File: config.mk
export PLATFORM = sky130hd
export DESIGN_NAME = hub75_line_tx
export DESIGN_NICKNAME = d
export VERILOG_FILES = /design/src/rtl/hub75_pkg.sv /design/src/rtl/hub75_bcm_timer.sv /design/src/rtl/hub75_line_tx.sv
export SDC_FILE = /design/constraint.sdc
export NUM_CORES = 1
export LEC_CHECK = 0
export BUFFER_PORTS_ARGS = -buffer_cell sky130_fd_sc_hd__buf_2
export CORE_MARGIN = 4
export CORE_UTILIZATION = 54
export DETAILED_ROUTE_END_ITERATION = 6
export PLACE_DENSITY = 0.83
export SYNTH_ARGS = -nofsm -noshare
export SYNTH_HDL_FRONTEND = slang
export SYNTH_SLANG_ARGS = --single-unit
File: constraint.sdc
create_clock -name clk -period 3.1 [get_ports clk]
set_input_delay 0.62 -clock clk [delete_from_list [all_inputs] [get_ports clk]]
set_output_delay 0.62 -clock clk [all_outputs]
set_load 0.02 [all_outputs]
File: src/rtl/hub75_pkg.sv
// Shared types, default geometry and helpers for the HUB75 row-control blocks.
// Used by the line transmitter, the BCM display timer and the row sequencer.
package hub75_pkg;

    typedef enum logic [1:0] {
        ST_IDLE,
        ST_SHIFT,
        ST_WAIT_BLANK,
        ST_LATCH
    } shift_state_t;

    localparam int hpixel_dflt        = 64;
    localparam int vpixel_dflt        = 64;
    localparam int bpp_dflt           = 8;
    localparam int segments_dflt      = 2;
    localparam int addr_width_dflt    = $clog2(hpixel_dflt * vpixel_dflt);
    localparam int pix_bit_width_dflt = $clog2(bpp_dflt);
    localparam int row_width_dflt     = $clog2(vpixel_dflt / segments_dflt);

    // Panel row driven by a frame-buffer address: segments share row lines,
    // so the line number folds onto the rows of one segment.
    function automatic int unsigned row_index(input int unsigned addr,
                                              input int unsigned hpixel,
                                              input int unsigned rows);
        return (addr / hpixel) % rows;
    endfunction

endpackage

File: src/rtl/hub75_bcm_timer.sv
// Binary-coded-modulation on-time counter: load starts a slot of
// base_cycles_p << pix_bit cycles; blanking is high whenever no slot runs.
module hub75_bcm_timer
    import hub75_pkg::*;
#(
    parameter int bpp_p         = bpp_dflt,
    parameter int base_cycles_p = 16
) (
    input  logic                     clk,
    input  logic                     rst,
    input  logic                     load,
    input  logic [$clog2(bpp_p)-1:0] pix_bit,
    output logic                     running,
    output logic                     blanking
);

    localparam int cnt_width = $clog2((base_cycles_p << (bpp_p - 1)) + 1);
    localparam logic [cnt_width-1:0] base_count = cnt_width'(base_cycles_p);

    logic [cnt_width-1:0] count_reg;
    logic [cnt_width-1:0] count_next;

    always_comb begin
        count_next = count_reg;
        if (load) begin
            count_next = base_count << pix_bit;
        end else if (count_reg != '0) begin
            count_next = count_reg - cnt_width'(1);
        end
    end

    always_ff @(posedge clk or posedge rst) begin
        if (rst) begin
            count_reg <= '0;
        end else begin
            count_reg <= count_next;
        end
    end

    // Both flags decode the same register, so OE and blanking flip together.
    assign running  = (count_reg != '0);
    assign blanking = (count_reg == '0);

endmodule

File: src/rtl/hub75_line_tx.sv
// HUB75 line transmitter: fetches one row from the frame buffer, shifts one
// bit-plane out with a divided clock, latches it and times the OE slot.
module hub75_line_tx
    import hub75_pkg::*;
#(
    parameter int hpixel_p      = hpixel_dflt,
    parameter int vpixel_p      = vpixel_dflt,
    parameter int bpp_p         = bpp_dflt,
    parameter int segments_p    = segments_dflt,
    parameter int base_cycles_p = 16,
    localparam int addr_width_p    = $clog2(hpixel_p * vpixel_p),
    localparam int pix_bit_width_p = $clog2(bpp_p),
    localparam int row_width_p     = $clog2(vpixel_p / segments_p)
) (
    input  logic                          clk,
    input  logic                          rst,
    input  logic [3:0]                    i_clk_div,
    input  logic                          i_tx_start,
    input  logic [addr_width_p-1:0]       i_init_addr,
    input  logic [pix_bit_width_p-1:0]    i_pix_bit,
    input  logic                          i_timer_en,
    output logic                          o_tx_ready,
    output logic                          o_blanking,
    output logic                          o_rd_en,
    output logic [addr_width_p-1:0]       o_rd_addr,
    input  logic [segments_p*3*bpp_p-1:0] i_rd_data,
    output logic                          o_hub_clk,
    output logic [segments_p*3-1:0]       o_hub_rgb,
    output logic                          o_hub_lat,
    output logic                          o_hub_oe_n,
    output logic [row_width_p-1:0]        o_hub_row
);

    localparam int rows_p  = vpixel_p / segments_p;
    localparam int pix_w   = $clog2(hpixel_p);
    localparam int chans_p = segments_p * 3;
    localparam logic [pix_w-1:0] last_pix     = pix_w'(hpixel_p - 1);
    localparam logic [pix_w-1:0] pre_last_pix = pix_w'(hpixel_p - 2);

    shift_state_t state_reg, state_next;

    logic [addr_width_p-1:0]    addr_reg;
    logic [addr_width_p-1:0]    rd_addr_reg;
    logic [pix_bit_width_p-1:0] pix_bit_reg;
    logic [3:0]                 div_reg;
    logic [3:0]                 phase_reg;
    logic [pix_w-1:0]           pix_cnt_reg;
    logic                       lead_reg;
    logic                       hub_clk_reg;
    logic                       rd_en_reg;
    logic                       rd_valid_reg;
    logic                       lat_cnt_reg;
    logic [chans_p-1:0]         rgb_reg;
    logic [chans_p-1:0]         buf_reg;
    logic [chans_p-1:0]         plane_bits;
    logic [row_width_p-1:0]     row_reg;

    logic phase_end;
    logic shift_done;
    logic timer_load;
    logic timer_running;
    logic timer_blanking;
    logic tx_ready;
    logic hub_lat;

    // Pick the selected bit-plane out of every channel of the read word.
    genvar gi;
    generate
        for (gi = 0; gi < chans_p; gi++) begin : g_plane
            logic [bpp_p-1:0] chan;
            assign chan           = i_rd_data[gi*bpp_p +: bpp_p];
            assign plane_bits[gi] = chan[pix_bit_reg];
        end
    endgenerate

    assign phase_end  = (phase_reg == div_reg);
    assign shift_done = (state_reg == ST_SHIFT) && !lead_reg && phase_end &&
                        hub_clk_reg && (pix_cnt_reg == last_pix);

    always_ff @(posedge clk or posedge rst) begin
        if (rst) begin
            state_reg <= ST_IDLE;
        end else begin
            state_reg <= state_next;
        end
    end

    always_comb begin
        state_next = state_reg;
        case (state_reg)
            ST_IDLE:       if (i_tx_start)     state_next = ST_SHIFT;
            ST_SHIFT:      if (shift_done)     state_next = ST_WAIT_BLANK;
            ST_WAIT_BLANK: if (timer_blanking) state_next = ST_LATCH;
            ST_LATCH:      if (lat_cnt_reg)    state_next = ST_IDLE;
            default:                           state_next = ST_IDLE;
        endcase
    end

    always_comb begin
        tx_ready   = 1'b0;
        hub_lat    = 1'b0;
        timer_load = 1'b0;
        case (state_reg)
            ST_IDLE:  tx_ready = 1'b1;
            ST_LATCH: begin
                hub_lat    = 1'b1;
                timer_load = lat_cnt_reg;
            end
            default: ;
        endcase
    end

    // Datapath. A lead-in phase waits for pixel 0 to arrive with the shift
    // clock held low; afterwards each low phase prefetches the next pixel.
    always_ff @(posedge clk or posedge rst) begin
        if (rst) begin
            addr_reg     <= '0;
            rd_addr_reg  <= '0;
            pix_bit_reg  <= '0;
            div_reg      <= '0;
            phase_reg    <= '0;
            pix_cnt_reg  <= '0;
            lead_reg     <= 1'b0;
            hub_clk_reg  <= 1'b0;
            rd_en_reg    <= 1'b0;
            rd_valid_reg <= 1'b0;
            lat_cnt_reg  <= 1'b0;
            rgb_reg      <= '0;
            buf_reg      <= '0;
            row_reg      <= '0;
        end else begin
            rd_en_reg    <= 1'b0;
            rd_valid_reg <= rd_en_reg;
            if (rd_valid_reg) begin
                buf_reg <= plane_bits;
            end
            case (state_reg)
                ST_IDLE: begin
                    if (i_tx_start) begin
                        addr_reg    <= i_init_addr;
                        pix_bit_reg <= i_pix_bit;
                        div_reg     <= i_clk_div;
                        rd_en_reg   <= 1'b1;
                        rd_addr_reg <= i_init_addr;
                        lead_reg    <= 1'b1;
                        phase_reg   <= '0;
                        pix_cnt_reg <= '0;
                        hub_clk_reg <= 1'b0;
                    end
                end
                ST_SHIFT: begin
                    if (lead_reg) begin
                        if (rd_valid_reg) begin
                            rgb_reg     <= plane_bits;
                            lead_reg    <= 1'b0;
                            phase_reg   <= '0;
                            rd_en_reg   <= 1'b1;
                            rd_addr_reg <= rd_addr_reg + addr_width_p'(1);
                        end
                    end else if (!phase_end) begin
                        phase_reg <= phase_reg + 4'd1;
                    end else begin
                        phase_reg   <= '0;
                        hub_clk_reg <= ~hub_clk_reg;
                        // Falling edge: present the next pixel, which either
                        // arrives this cycle (div 0) or was buffered earlier.
                        if (hub_clk_reg && (pix_cnt_reg != last_pix)) begin
                            pix_cnt_reg <= pix_cnt_reg + pix_w'(1);
                            rgb_reg     <= rd_valid_reg ? plane_bits : buf_reg;
                            if (pix_cnt_reg < pre_last_pix) begin
                                rd_en_reg   <= 1'b1;
                                rd_addr_reg <= rd_addr_reg + addr_width_p'(1);
                            end
                        end
                    end
                end
                ST_WAIT_BLANK: begin
                    if (timer_blanking) begin
                        row_reg     <= row_width_p'(row_index(32'(addr_reg), hpixel_p, rows_p));
                        lat_cnt_reg <= 1'b0;
                    end
                end
                ST_LATCH: begin
                    lat_cnt_reg <= ~lat_cnt_reg;
                end
                default: ;
            endcase
        end
    end

    hub75_bcm_timer #(
        .bpp_p         (bpp_p),
        .base_cycles_p (base_cycles_p)
    ) u_timer (
        .clk      (clk),
        .rst      (rst),
        .load     (timer_load),
        .pix_bit  (pix_bit_reg),
        .running  (timer_running),
        .blanking (timer_blanking)
    );

    assign o_tx_ready = tx_ready;
    assign o_blanking = timer_blanking;
    assign o_rd_en    = rd_en_reg;
    assign o_rd_addr  = rd_addr_reg;
    assign o_hub_clk  = hub_clk_reg;
    assign o_hub_rgb  = rgb_reg;
    assign o_hub_lat  = hub_lat;
    assign o_hub_oe_n = ~(timer_running & i_timer_en);
    assign o_hub_row  = row_reg;

endmodule

* Word-level counts from Yosys, hierarchy flattened
Index checks and enable logic that the tools add are counted. Widths: inputs -> output; s select.
Word-level totals: bits in registers 76, bits in latches 0, memory bits (writable) 0, bits in read-only memories 0, bits of input ports 71, memories 0
Operators by class: add/subtract/negate cells 4, $mul 0, divide/modulo/power cells 0, order comparisons 2, eq/ne operators 18, shift-type cells 1, mux-type cells 61, bitwise gates (word level) 4, reductions and logical operators 24
Operators with widths (number):
- $mux 12 | 8
- $mux 6 | 9
- $pmux 12 s2 | 1
- $mux 1 | 22
- $bmux 1 s3 | 6
- $mux 4 | 4
- $add 12x1->12 const B | 1
- $logic_not 12->1 | 1
- $ne 2x2->1 const B | 6
- $pmux 6 s2 | 1
- $reduce_and 4->1 | 3
- $reduce_bool 12->1 | 1
- $shl 5x3->12 const A | 1
- $sub 12x1->12 const B | 1
- $reduce_bool 2->1 | 5
- $mux 2 | 4
- $pmux 1 s2 | 4
- $pmux 2 s4 | 1
- $pmux 4 s2 | 1
- $reduce_and 2->1 | 4
- $add 6x1->6 const B | 1
- $eq 6x6->1 const B | 1
- $lt 6x6->1 const B | 1
- $ne 3x2->1 const B | 2
- 16 further kinds | 25

* Depth between registers and ports, before layout
depth in word-level cells 7, gate-level depth with buffers 9

* Modules after synthesis
From an unflattened synthesis, not the netlist that was laid out.
Second synthesis, totals: cell total of the unflattened synthesis 407, area, all modules 4165.2 um^2
Modules (own cells, without submodules):
- hub75_line_tx | times used 1, cells each 329, area an instance 3425.8 um^2
- hub75_bcm_timer | times used 1, cells each 78, area an instance 739.5 um^2

* Worst setup path before layout
No wires, ideal clock.
path type reg2reg, start point register state_reg[0], end point register rd_addr_reg[6], in the netlist o_rd_addr[6], setup time 126 ps, arrival 2204 ps, path slack 770 ps, cell stages (with the launch flop) 10, path buffers 2, cells stage by stage dfrtp_1 > inv_1 > ha_1 > buf_2 > mux2i_1 > a31oi_1 > a41oi_1 > buf_2 > o21ai_1 > a221o_1
Between the ends: cells in the longest elaborated chain, start to end 3, elaborated cells between the ends (all ways) 10, those cells by class 6 x eq/ne; 1 x mux; 3 x reduce/logical
Ends and longest elaborated chain:
- start: declaration | line hub75_line_tx.sv:40 | shift_state_t state_reg, state_next;
- start signal: assignment | line hub75_line_tx.sv:84 | state_reg <= state_next;
- $eq 2x1->1 or $logic_not 2->1 (tied branches) | line hub75_line_tx.sv:137 | case (state_reg)
- $ne 3x3->1 (no source line) (tied with other cells)
- $reduce_and 6->1 (no source line)
- end signal: assignment | line hub75_line_tx.sv:144 | rd_addr_reg <= i_init_addr;
- end signal: assignment | line hub75_line_tx.sv:158 | rd_addr_reg <= rd_addr_reg + addr_width_p'(1);
- end signal: assignment | line hub75_line_tx.sv:172 | rd_addr_reg <= rd_addr_reg + addr_width_p'(1);
- end: declaration | line hub75_line_tx.sv:43 | logic [addr_width_p-1:0] rd_addr_reg;
Several ways; a longest one is shown, not always the timed one. A chain may end at the register's enable or synchronous reset.

* Final worst setup path
start point register u_timer.count_reg[0], end point output o_blanking
Between the ends: cells in the longest elaborated chain, start to end 1
Ends and longest elaborated chain:
- start: declaration | line hub75_bcm_timer.sv:20 | logic [cnt_width-1:0] count_reg;
- start signal: assignment | line hub75_bcm_timer.sv:36 | count_reg <= count_next;
- $logic_not 12->1 | line hub75_bcm_timer.sv:42 | assign blanking = (count_reg == '0);
- end: declaration | line hub75_line_tx.sv:23 | output logic o_blanking,
No other way between the ends.

==> impl_metrics.yaml <==
worst_setup_path:
  cp_max_fo: 9
  worstPathArrival_ns: 2.13
  crit_start: "u_timer.count_reg[0]$_DFFE_PP0P_"
  critPathLaunchType: "flip-flop"
  required_ns: 2.48
  crit_path_end_kind: "output port"
  crit_type: "flip-flop to output port"
  r2r_start: "state_reg[0]$_DFFE_PP0P_"
logic_synthesis:
  synth_seq_cells: 70
  syn_nets: 526
  synthCells: 446
  netlist.top_cell.by_area: "dfrtp_1"
  synth_edf_count: 0
  synth.area.top_cells: "dfrtp_1 (42%), mux2i_1 (4.5%), nand2_1 (4.3%)"
  ys_warn_count: 0
  netlist-cell-type-count: 63
  avgSynthCellArea_um2: 9.38
  syn_area_um2: 4180
  synthArstFlopShare: 1.00
  yosysSeqAreaShare: 0.419
  ys_dominant_reg_cell: "dfrtp_1"
  yosysTopAreaCellShare: 0.419
place:
  dp_hpwl_um: 7740
  gp_congestion: 0.857
  io_buffers: 99
  place_inst: 627
sta:
  drv_slew: 0
  max_freq_ghz: 0.363
  setup_viol: 0
  worst_slew_pin_slew_ns: 1.09
  fin_crit_ns: 2.75
  rsz0062_at_grt: "no"
  fin_skew_ns: 0.00909
  hold_viol: 0
  slew_headroom: 0.271
  hold_slack_ns: 0.322
  fin_setup_tns_ns: 0
  finalCritPeriodShare: 0.888
run:
  drv_cap: 0
clock_tree:
  post_cts_buffers: 0
  cts_tree: "yes"
  hold_buffers: 0
  clk_latency_ns: 0.34
  cts_made_buffers: 9
  cts_resized: 0
  h-tree-depth: 3
  clock-sinks: 70
  clock_path_buffers: 2
  clk_pin_slew_ns: 0.08
  root_buffer: "clkbuf_8"
route:
  drc: 0
  drtIter0Drc: 211
  vias: 3802
  ant_nets: 0
  totalWireLength_um: 10400
  drtPass1Iterations: 4
  wl_per_cell_um: 16.1
  vias_per_cell: 5.91
global_route:
  track_usage: 0.232
  grt_antenna_before_repair: 0
  grt_overflow_total: 0
  grt_start_max_net_pins: 34
  grt_pass1_vias: 3668
  grt_pass1_wl_um: 16700
floorplan:
  core-area_um2: 7370
  start_util: 0.567
  die_y_um: 96.0
  dieArea_um2: 9220
  die-width_um: 96.0
  row_count: 31
  ios: 100
min_path:
  holdCritPathClass: "input pin to asynchronous set/reset pin"
cells_and_area:
  drive_above_1_share: 0.292
  diodes: 0
  fin_nets: 619
  final.fill_count: 594
  final_cell_mix: "buf_2 (99), dfrtp_1 (70), nand2_1 (48)"
  stdcell_count: 643
  layout_commonest_cell: "buf_2"
  areaGrowthSynthToFinish_pct: 18.8
pwr:
  p_leak_nw: 2.30
  pwr_density_cell_nw_per_um2: 980
  irDropWorstVdd_v: 0.000525
outcome:
  outcome: "complete, no violations"
[Yosys cell counts (8+ instances only)]
master and count:
dfrtp_1 70, nand2_1 48, nor2_1 37, o21ai_0 26
a21oi_1 21, mux2i_1 19, mux2_2 15, nand3_1 15
clkbuf_1 14, inv_1 14, a31oi_1 10, buf_2 9
ha_1 9, nor3_1 8
[kinds of logic after synthesis]
kind of cell,count (synthesis),share of synthesized area
simple gates,167,0.214
mux,40,0.103
compound gates,110,0.176
xor+xnor,11,0.0230
flops,70,0.419
fa+ha+maj,9,0.0269
buf+inv,39,0.0377
[metrics by stage]
stage / cell area, µm² / power (mW) / util / worst slack (ns)
final: 4970 / 4.87 / 0.674 / 0.347
after global routing: 4970 / 5.25 / 0.674 / 0.192
after CTS: 4970 / 4.88 / 0.674 / 0.311
after detailed placement: 4750 / 4.06 / 0.645 / 0.656
after global placement: 4750 / 3.95 / 0.645 / 0.774
after floorplan: 4180 / 3.45 / - / 0.712
[routing by layer]
| layer | track usage | vias to the layer above | share of wire |
|---|---|---|---|
| li1 | - | 1815 | - |
| met1 | 0.281 | 1814 | 0.41 |
| met2 | 0.402 | 154 | 0.49 |
| met3 | 0.0539 | 19 | 0.082 |
| met4 | 0.0818 | 0 | 0.019 |
| met5 | 0 | - | 0 |
[worst max-delay path: stages (launching register included)]
cell and delay, ns:
dfrtp_1 0.39, inv_1 0.12, ha_1 0.16, nor4b_2 0.45, nand4b_4 0.28, inv_2 0.19
buf_2 0.19
[path summary, 6_finish.rpt]
| check | end | slack [ns] | cells past startpoint |
|---|---|---|---|
| setup / recovery | o_blanking | 0.35 | 6 |
| hold / removal | u_timer.count_reg[3]$_DFFE_PP0P_ | 0.32 | 2 |
| setup reg to reg | o_rd_addr[7]$_DFFE_PP0P_ | 0.62 | 8 |
| hold reg to reg | rd_valid_reg$_DFF_PP0_ | 0.40 | 0 |
| max in group asynchronous | u_timer.count_reg[6]$_DFFE_PP0P_ | 2.03 | 3 |
| min in group clk | rd_valid_reg$_DFF_PP0_ | 0.40 | 0 |
[power by group]
group,switching (mW),internal [mW]
Sequential,0.495,1.29
Clock,0.351,0.452
Combinational,1.26,1.02
Total,2.10,2.76
[layout make-up]
class | count | area (µm²) | share of cell area
clock buffers | 10 | 128 | 0.0257
clock inverters | 6 | 86.3 | 0.0174
inverters | 15 | 56.3 | 0.0113
multi-input cells | 337 | 2270 | 0.458
flip-flops and latches | 70 | 1750 | 0.353
well taps | 99 | 124 | 0.0249
repair buffers | 106 | 548 | 0.110
(Power assumes the default switching activity.)
